## config.mk

```make
export PLATFORM = sky130hd
export DESIGN_NAME = pattern_loopback_tester
export DESIGN_NICKNAME = d
export VERILOG_FILES = /design/src/rtl/pattern_pkg.sv /design/src/rtl/pattern_gen.sv /design/src/rtl/pattern_loopback_tester.sv
export SDC_FILE = /design/constraint.sdc
export NUM_CORES = 1
export LEC_CHECK = 0
export ABC_CLOCK_PERIOD_IN_PS = 2100
export BUFFER_PORTS_ARGS = -buffer_cell sky130_fd_sc_hd__buf_2
export CORE_AREA = 5 5 104 106
export DETAILED_ROUTE_END_ITERATION = 8
export DIE_AREA = 0 0 109 111
export PLACE_DENSITY = 0.43
export SLEW_MARGIN = 20
export SYNTH_ARGS = -nofsm -noshare
export SYNTH_HDL_FRONTEND = slang
export SYNTH_SLANG_ARGS = --single-unit
```

## constraint.sdc

```tcl
create_clock -name clk -period 2.1 [get_ports clk]
set_input_delay 0.315 -clock clk [delete_from_list [all_inputs] [get_ports clk]]
set_output_delay 0.315 -clock clk [all_outputs]
set_load 0.05 [all_outputs]
```

## src/rtl/pattern_pkg.sv

```systemverilog
// Shared encodings for the pattern loopback tester: pattern modes, FSM states,
// PRBS16 seed/taps and the checkerboard seed.
package pattern_pkg;

  typedef enum logic [1:0] {
    ModeCounter = 2'd0,
    ModeWalk    = 2'd1,
    ModePrbs    = 2'd2,
    ModeCheck   = 2'd3
  } mode_e;

  typedef enum logic [1:0] {
    StIdle   = 2'd0,
    StSync   = 2'd1,
    StLocked = 2'd2
  } state_e;

  localparam logic [15:0] PrbsSeed  = 16'hACE1;
  // Taps x^16, x^14, x^13, x^11 map to state bits 15, 13, 12, 10.
  localparam logic [15:0] PrbsTaps  = 16'hB400;
  localparam logic [15:0] CheckSeed = 16'h00A5;

  function automatic logic prbs_fb(input logic [15:0] s);
    return ^(s & PrbsTaps);
  endfunction

endpackage

```

## src/rtl/pattern_gen.sv

```systemverilog
// Registered pattern generator: seeds on load, advances one step per enabled
// step cycle. All modes share one 16-bit state register; data is its low bits.
module pattern_gen
  import pattern_pkg::*;
#(
  parameter int unsigned WIDTH = 8
) (
  input  logic             clk,
  input  logic             rst,
  input  logic             ena,
  input  logic             load,
  input  logic             step,
  input  mode_e            mode,
  output logic [WIDTH-1:0] data
);

  logic [15:0]      state_q, state_d;
  logic [WIDTH-1:0] cur, rot;

  assign cur  = state_q[WIDTH-1:0];
  assign data = cur;

  always_comb begin
    rot    = '0;
    rot[0] = cur[WIDTH-1];
    for (int i = 1; i < int'(WIDTH); i++) begin
      rot[i] = cur[i-1];
    end
  end

  always_comb begin
    state_d = state_q;
    if (load) begin
      unique case (mode)
        ModeCounter: state_d = 16'h0000;
        ModeWalk:    state_d = 16'h0001;
        ModePrbs:    state_d = PrbsSeed;
        ModeCheck:   state_d = CheckSeed;
      endcase
    end else if (step) begin
      unique case (mode)
        ModeCounter: state_d = state_q + 16'h0001;
        ModeWalk:    state_d = 16'(rot);
        ModePrbs:    state_d = {state_q[14:0], prbs_fb(state_q)};
        ModeCheck:   state_d = ~state_q;
      endcase
    end
  end

  always_ff @(posedge clk or posedge rst) begin
    if (rst) begin
      state_q <= '0;
    end else if (ena) begin
      state_q <= state_d;
    end
  end

endmodule

```

## src/rtl/pattern_loopback_tester.sv

```systemverilog
// Pad loopback tester: drives a pattern, compares the looped-back data against a
// delayed copy, locks after a run of matches and counts errors while locked.
module pattern_loopback_tester
  import pattern_pkg::*;
#(
  parameter int unsigned WIDTH    = 8,
  parameter int unsigned LOOP_LAT = 1,
  parameter int unsigned LOCK_CNT = 4,
  parameter int unsigned LOSS_CNT = 4,
  parameter int unsigned ERR_W    = 8
) (
  input  logic             clk,
  input  logic             rst,
  input  logic             ena,
  input  logic             start,
  input  logic             stop,
  input  logic [1:0]       mode,
  input  logic [WIDTH-1:0] rx_data,
  output logic [WIDTH-1:0] tx_data,
  output logic [WIDTH-1:0] tx_oe,
  output logic             locked,
  output logic [ERR_W-1:0] err_cnt,
  output logic             busy
);

  localparam int unsigned MaxRun = (LOCK_CNT > LOSS_CNT) ? LOCK_CNT : LOSS_CNT;
  localparam int unsigned RunW   = $clog2(MaxRun + 1);
  localparam int unsigned SupW   = $clog2(LOOP_LAT + 1);

  state_e                         state_q, state_d;
  mode_e                          mode_q, mode_d;
  logic [LOOP_LAT-1:0][WIDTH-1:0] dly_q, dly_d;
  logic [RunW-1:0]                run_q, run_d;
  logic [SupW-1:0]                sup_q, sup_d;
  logic [ERR_W-1:0]               err_q, err_d;

  logic             gen_load, gen_step;
  mode_e            gen_mode;
  logic [WIDTH-1:0] gen_data;
  logic [WIDTH-1:0] expected;
  logic             match;

  assign expected = dly_q[LOOP_LAT-1];
  assign match    = (rx_data == expected);

  pattern_gen #(
    .WIDTH(WIDTH)
  ) u_gen (
    .clk  (clk),
    .rst  (rst),
    .ena  (ena),
    .load (gen_load),
    .step (gen_step),
    .mode (gen_mode),
    .data (gen_data)
  );

  always_comb begin
    state_d  = state_q;
    mode_d   = mode_q;
    dly_d    = dly_q;
    run_d    = run_q;
    sup_d    = sup_q;
    err_d    = err_q;
    gen_load = 1'b0;
    gen_step = 1'b0;
    gen_mode = mode_q;

    if (ena) begin
      if (stop) begin
        state_d = StIdle;
        run_d   = '0;
      end else begin
        if (state_q != StIdle) begin
          gen_step = 1'b1;
          dly_d[0] = gen_data;
          for (int i = 1; i < int'(LOOP_LAT); i++) begin
            dly_d[i] = dly_q[i-1];
          end
        end
        case (state_q)
          StIdle: begin
            if (start) begin
              state_d  = StSync;
              mode_d   = mode_e'(mode);
              gen_mode = mode_e'(mode);
              gen_load = 1'b1;
              dly_d    = '0;
              sup_d    = SupW'(LOOP_LAT);
              run_d    = '0;
              err_d    = '0;
            end
          end
          StSync: begin
            if (sup_q != '0) begin
              sup_d = sup_q - 1'b1;
            end else if (!match) begin
              run_d = '0;
            end else if (run_q == RunW'(LOCK_CNT - 1)) begin
              state_d = StLocked;
              run_d   = '0;
            end else begin
              run_d = run_q + 1'b1;
            end
          end
          StLocked: begin
            if (match) begin
              run_d = '0;
            end else begin
              if (err_q != '1) begin
                err_d = err_q + 1'b1;
              end
              if (run_q == RunW'(LOSS_CNT - 1)) begin
                state_d = StSync;
                run_d   = '0;
              end else begin
                run_d = run_q + 1'b1;
              end
            end
          end
          default: begin
            state_d = StIdle;
            run_d   = '0;
          end
        endcase
      end
    end
  end

  always_ff @(posedge clk or posedge rst) begin
    if (rst) begin
      state_q <= StIdle;
      mode_q  <= ModeCounter;
      dly_q   <= '0;
      run_q   <= '0;
      sup_q   <= '0;
      err_q   <= '0;
    end else begin
      state_q <= state_d;
      mode_q  <= mode_d;
      dly_q   <= dly_d;
      run_q   <= run_d;
      sup_q   <= sup_d;
      err_q   <= err_d;
    end
  end

  // Generator keeps its last value after a stop; gating by busy keeps tx at 0 in idle.
  assign busy    = (state_q != StIdle);
  assign locked  = (state_q == StLocked);
  assign tx_data = busy ? gen_data : '0;
  assign tx_oe   = busy ? '1 : '0;
  assign err_cnt = err_q;

endmodule

```

==> results.sh, run 1 <==
export IMPL_outcome="complete, no violations"
export IMPL_crit_cells=6
export IMPL_drc=0
export IMPL_yosysMostFrequentCell="dfrtp_1"
export IMPL_hold_class="input pin to asynchronous set/reset pin"
export IMPL_p_total_mw=5.31
export IMPL_grt_max_degree=41
export IMPL_skew_ns=0.0102
export IMPL_grt_pass1_vias=2483
export IMPL_io_buffers=40
export IMPL_min_period_ns=2.01
export IMPL_fin_setup_tns_ns=0
export IMPL_crit_family="multiplexers"
export IMPL_area_delta_synth_final_pct=25.2
export IMPL_arrival_ns=2.19
export IMPL_ys_seq_elements=40
export IMPL_vias=2563
export IMPL_grt_usage=0.131
export IMPL_crit_path_frequent_cell="mux2_2"
export IMPL_ys_seq_area_frac=0.366
export IMPL_worst_pin_slew_ns=0.534
export IMPL_layout_drive_gt1_share=0.290
export IMPL_syn_inst=308
export IMPL_die_w_um=109
export IMPL_drt_total_wl_um=7710
export IMPL_critPathKind="register to register"
export IMPL_synthesis_area_um2=2740
export IMPL_cp_start_kind="register"
export IMPL_synthArstFlopShare=1.00
export IMPL_dp_hpwl_um=5550
export IMPL_r2r_slack_ns=0.09
export IMPL_die_h_um=111
export IMPL_finalCritPeriodShare=0.959
export IMPL_clock_sinks=40
export IMPL_drv_slew=0
export IMPL_io_pins=41
export IMPL_crit_buf_inv=0
export IMPL_synth_cell_types=60
export IMPL_wl_per_cell_um=15.4
export IMPL_dr_pass1_iters=4
export IMPL_power_density_nw_per_um2=1550
export IMPL_cts_root_buffer="clkbuf_8"
export IMPL_crit_chain="xnor2_1, nand4_1, nor2_2, mux2_2, o22ai_1, mux2_2"
export IMPL_placed_cells=485
export IMPL_max_freq_mhz=496
export IMPL_path_clk_slew_ns=0.08
export IMPL_start_util=0.283
export IMPL_die_area_um2=12100
export IMPL_clk_latency_ns=0.30
export IMPL_rows=36
export IMPL_cts_tree="yes"
export IMPL_ant_nets=0
export IMPL_synth_edf_count=0
export IMPL_ctsHoldBuffers=0
export IMPL_antenna_cells=0
export IMPL_grt_antenna_before_repair=0
export IMPL_slowest_stage="dfrtp_1"
export IMPL_cp_startpoint="dly_q[3]"
export IMPL_slowest_delay_ns=0.41
export IMPL_power_leakage_nw=1.52
export IMPL_cts_max_path_buffers=2
export IMPL_finish_instance_area_um2=3430
export IMPL_overflow=0
export IMPL_worstSetupEndpoint="state_q[0]"
export IMPL_cts_buffers=5
export IMPL_synth_top_cell_area_share=0.366
export IMPL_hold_violations=0
export IMPL_grt_pass1_wl_um=12800
export IMPL_worstPathRequired_ns=2.28
export IMPL_drv_cap=0
export IMPL_synth_common_cells="40 x dfrtp_1, 24 x nand2_1, 21 x nor2_1, 21 x o21ai_0, 20 x a21oi_1"
export IMPL_vias_per_cell=5.11
export IMPL_synth_area_leaders="dfrtp_1 37%, a22o_1 4.2%, xnor2_1 4.2%"
export IMPL_avgSynthCellArea_um2=8.88
export IMPL_coreArea_um2=9680
export IMPL_vdd_drop_max_uv=772
export IMPL_drt_initial_drc_count=102
export IMPL_r2r_end="state_q[0]"
export IMPL_routabilityCongestion=0.790
export IMPL_synth_nets=331
export IMPL_r2r_start="dly_q[3]"
export IMPL_cp_max_fo=2
export IMPL_yosys_area_top_type="dfrtp_1"
export IMPL_setup_viol=0
export IMPL_synth_main_ff_cell="dfrtp_1"
export IMPL_yosysWarnings=0
export IMPL_hold_ws_ns=0.138
export IMPL_relSlewSlack=0.644
export IMPL_place_area_um2=3190
export IMPL_end_kind="register"
export IMPL_instances_no_fill=502
export IMPL_nets=391
export IMPL_r2r_cells=6
export IMPL_htree_levels=2
==> kinds of logic (layout without fill, tap and decap cells) <==
| family | count (synthesis) | count (layout) | share of synthesized area |
|---|---|---|---|
| fa+ha+maj | 8 | 8 | 0.0366 |
| xor+xnor | 14 | 14 | 0.0448 |
| buf+inv | 36 | 97 | 0.0677 |
| simple gates | 104 | 104 | 0.203 |
| mux | 9 | 9 | 0.0434 |
| flops | 40 | 40 | 0.366 |
| compound gates | 97 | 97 | 0.238 |
==> repair_timing <==
item / CTS / global route
pin swaps: 0 / 5
buffers inserted: 2 / 7
gates resized for setup: 0 / 12
endpoints found under the setup margin: 3 / 27
==> state kept, by name (all words and copies together), names as in the netlist <==
register / flops
dly_q: 8
err_cnt: 8
mode_q: 2
run_q: 3
state_q: 2
sup_q: 1
u_gen.state_q: 16
==> worst min-delay path by stage <==
stage               startpoint               end  slack, ns  cells past startpoint
floorplan              mode[1]  u_gen.state_q[5]       0.46                      1
global placement      dly_q[6]          dly_q[6]       0.49                      2
detailed placement         rst        err_cnt[1]       0.49                      3
CTS                        rst        err_cnt[1]       0.16                      3
global route               rst  u_gen.state_q[9]       0.20                      3
finish                     rst        err_cnt[1]       0.14                      3
==> metrics by stage <==
step	worst slack (ns)	util
after floorplan	0.0190	-
after global placement	-0.0106	0.330
after detailed placement	-0.0265	0.330
after CTS	0.00404	0.343
after global routing	-0.0113	0.354
final	0.0858	0.354
==> worst register-to-register path: cells and delay by family, from the launching register on <==
kind | cells | cell delay (ns)
multiplexers | 2 | 0.72
AND/OR/NAND/NOR | 2 | 0.42
flip-flops | 1 | 0.41
AO/OA/AOI/OAI | 1 | 0.21
XOR/XNOR | 1 | 0.14
==> power breakdown <==
part	switching (mW)	total [mW]	leakage, nW	internal (mW)
combinational	1.99	3.24	0.945	1.25
clock	0.294	0.646	0.0541	0.352
sequential	0.369	1.42	0.523	1.05
==> placed cells by master (no fill, tap or decap), types with 2 or more instances in the layout <==
| master | instances |
|---|---|
| a21oi_1 | 18 |
| nand3_1 | 13 |
| o211ai_1 | 2 |
| nand4_1 | 6 |
| nand2_1 | 24 |
| o31ai_1 | 3 |
| mux2_2 | 3 |
| buf_12 | 2 |
| a21oi_2 | 2 |
| o221ai_1 | 2 |
| mux2i_1 | 4 |
| nand3b_1 | 3 |
| a22o_1 | 13 |
| buf_4 | 34 |
| a21o_1 | 3 |
| nor3_1 | 6 |
| o22ai_1 | 7 |
| nor2_2 | 2 |
| buf_2 | 40 |
| dfrtp_1 | 40 |
| o21ai_0 | 21 |
| and2_1 | 2 |
| nor2b_1 | 12 |
| buf_6 | 2 |
| inv_2 | 3 |
| o21ai_1 | 2 |
| inv_1 | 7 |
| nand2b_1 | 3 |
| a31oi_1 | 4 |
| ha_1 | 7 |
| mux2i_4 | 2 |
| and3_1 | 5 |
| a211oi_1 | 2 |
| a221oi_2 | 2 |
| clkbuf_8 | 5 |
| xnor2_1 | 13 |
| nor2_1 | 20 |
==> metal layers <==
| metal | GRT usage | wire, um | vias to the layer above |
|---|---|---|---|
| li1 | - | - | 1245 |
| met1 | 0.182 | 3630 | 1237 |
| met2 | 0.201 | 3560 | 70 |
| met3 | 0.0303 | 408 | 11 |
| met4 | 0.0412 | 121 | 0 |
| met5 | 0 | 0 | - |
==> area by class of cell <==
type / instances / area [um2]
Fill cell: 994 / 6260
Multi-Input combinational cell: 232 / 1590
Sequential cell: 40 / 1000
Timing Repair Buffer: 78 / 518
Tap cell: 133 / 166
Clock buffer: 5 / 68.8
Inverter: 11 / 43.8
Clock inverter: 3 / 42.5
Power figures use the tool's default switching activity.
==> inputs of run 2 (changes only) <==
--- a/config.mk
+++ b/config.mk
@@ -7,10 +7,12 @@
 export LEC_CHECK = 0
 export ABC_CLOCK_PERIOD_IN_PS = 2100
 export BUFFER_PORTS_ARGS = -buffer_cell sky130_fd_sc_hd__buf_2
+export CELL_PAD_IN_SITES_DETAIL_PLACEMENT = 2
+export CELL_PAD_IN_SITES_GLOBAL_PLACEMENT = 2
 export CORE_AREA = 5 5 104 106
 export DETAILED_ROUTE_END_ITERATION = 8
 export DIE_AREA = 0 0 109 111
-export PLACE_DENSITY = 0.43
+export PLACE_DENSITY = 0.65
 export SLEW_MARGIN = 20
 export SYNTH_ARGS = -nofsm -noshare
 export SYNTH_HDL_FRONTEND = slang
==> run 2 against run 1 <==
  * Register-to-register slack got worse by 0.03 ns
  * Worst hold slack improved by 0.015 ns
  * Sequential share of layout area decreased by 0.20 points
  * Routed wire length increased by 25%
  * Power increased by 3.4%
  * Critical path depth increased by 1
  * Largest cell class unchanged
  * Non-clock buffer count increased by 5
  * Clock skew decreased by 0.0068 ns
  * Setup slack got worse by 0.034 ns
  * Flip-flop and latch count unchanged
==> results.sh, run 2 (synthesis gave the netlist of run 1 again) <==
export IMPL_most_common_layout_cells="41 x buf_4, 40 x dfrtp_1, 40 x buf_2"
export IMPL_hold_ws_ns=0.153
export IMPL_drt_total_wl_um=9640
export IMPL_rsz0062_at_grt="true"
export IMPL_area_delta_synth_final_pct=26.1
export IMPL_grt_usage=0.161
export IMPL_ant_nets=0
export IMPL_routabilityCongestion=0.848
export IMPL_worst_pin_slew_ns=0.571
export IMPL_drc=0
export IMPL_die_area_um2=12100
export IMPL_layout_drive_gt1_share=0.299
export IMPL_setup_viol=0
export IMPL_relSlewSlack=0.620
export IMPL_fillers=1095
export IMPL_finalCritPeriodShare=0.975
export IMPL_end_kind="register"
export IMPL_path_clk_slew_ns=0.08
export IMPL_r2r_slack_ns=0.05
export IMPL_antenna_cells=0
export IMPL_io_buffers=40
export IMPL_min_period_ns=2.05
export IMPL_coreArea_um2=9680
export IMPL_wl_per_cell_um=19.0
export IMPL_slowest_stage="dfrtp_1"
export IMPL_crit_chain="ha_1, and4_1, and3_2, a211oi_1, a21boi_0, o211ai_1, a21oi_1"
export IMPL_arrival_ns=2.24
export IMPL_worstSetupEndpoint="u_gen.state_q[10]"
export IMPL_slowest_delay_ns=0.39
export IMPL_htree_levels=2
export IMPL_vias_per_cell=5.29
export IMPL_outcome="complete, no violations"
export IMPL_dp_hpwl_um=7160
export IMPL_hold_violations=0
export IMPL_grt_pass1_wl_um=15500
export IMPL_die_w_um=109
export IMPL_skew_ns=0.00345
export IMPL_fin_setup_tns_ns=0
export IMPL_drv_cap=0
export IMPL_power_density_nw_per_um2=1590
export IMPL_cp_start_kind="register"
export IMPL_vias=2682
export IMPL_vdd_drop_max_uv=631
export IMPL_grt_max_degree=41
export IMPL_rows=36
export IMPL_cts_buffers=5
export IMPL_power_leakage_nw=1.54
export IMPL_cp_startpoint="u_gen.state_q[0]"
export IMPL_dr_pass1_iters=4
export IMPL_clock_sinks=40
export IMPL_clk_latency_ns=0.30
export IMPL_die_h_um=111
export IMPL_r2r_cells=7
export IMPL_start_util=0.283
export IMPL_placed_cells=492
export IMPL_nets=396
export IMPL_finish_instance_area_um2=3450
export IMPL_cp_max_fo=5
export IMPL_overflow=0
export IMPL_cts_max_path_buffers=2
export IMPL_io_pins=41
export IMPL_cts_tree="yes"
export IMPL_instances_no_fill=507
export IMPL_p_total_mw=5.49
export IMPL_layout_commonest_cell="buf_4"
export IMPL_max_freq_mhz=488
export IMPL_grt_antenna_before_repair=0
export IMPL_r2r_start="u_gen.state_q[0]"
export IMPL_worstPathRequired_ns=2.29
export IMPL_r2r_end="u_gen.state_q[10]"
export IMPL_hold_class="input pin to asynchronous set/reset pin"
export IMPL_largest_register="u_gen.state_q"
export IMPL_cts_root_buffer="clkbuf_8"
export IMPL_drt_initial_drc_count=98
export IMPL_grt_pass1_vias=2865
export IMPL_place_area_um2=3240
export IMPL_critPathKind="register to register"
export IMPL_drv_slew=0
export IMPL_largest_register_ffs=16
-- run 2: cell types whose count changed in the layout (fill, tap and decap cells not counted), moves of 2 or more --
cell      delta
a21oi_2      -2
a221oi_2     -2
a21oi_1      +2
a221oi_1     +2
buf_4        +7
-- run 2: worst min-delay path by stage --
stage | start | endpoint | cells past startpoint
after floorplan | mode[1] | u_gen.state_q[5] | 1
after global placement | rst | u_gen.state_q[12] | 3
after detailed placement | rst | u_gen.state_q[14] | 3
after CTS | rst | u_gen.state_q[14] | 3
after global routing | rst | err_cnt[1] | 3
final | rst | u_gen.state_q[14] | 3
-- run 2: stage by stage --
| step | util | setup slack (ns) |
|---|---|---|
| 3_3_place_gp | 0.335 | 0.00768 |
| 2_1_floorplan | - | 0.0190 |
| 4_1_cts | 0.349 | 0.0117 |
| 3_5_place_dp | 0.335 | -0.0678 |
| 6_report | 0.356 | 0.0519 |
| 5_1_grt | 0.356 | -0.0479 |
-- run 2: worst max-delay path: cells and delay by family (launching register included) --
| kind | cells | cell delay, ns |
|---|---|---|
| compound gates | 4 | 0.80 |
| simple gates | 2 | 0.51 |
| fa+ha+maj | 1 | 0.23 |
| flops | 1 | 0.39 |
-- run 2: area by class of cell --
class,count,area [um2],share of cell area
multi-input combinational,232,1590,0.461
sequential,40,1000,0.290
timing repair buffer,83,539,0.156
tap,133,166,0.0482
clock buffer,6,72.6,0.0210
inverter,11,43.8,0.0127
clock inverter,2,35.0,0.0102
-- run 2: metal layers --
layer,up-vias,GRT usage,part of all wire
met2,38,0.269,0.50
met3,8,0.0262,0.031
met5,-,0,0
li1,1253,-,-
met1,1383,0.218,0.46
met4,0,0.0337,0.010
-- run 2: power breakdown --
group / switching [mW] / internal, mW / leakage (nW)
clock network: 0.305 / 0.354 / 0.0552
logic: 2.10 / 1.29 / 0.967
registers: 0.395 / 1.05 / 0.523
-- run 2: repair_timing --
action	4_1_cts	5_1_grt
pin swaps	2	2
buffers inserted	2	5
setup endpoints to repair	12	16
gates resized for setup	4	9
hold buffers	0	0
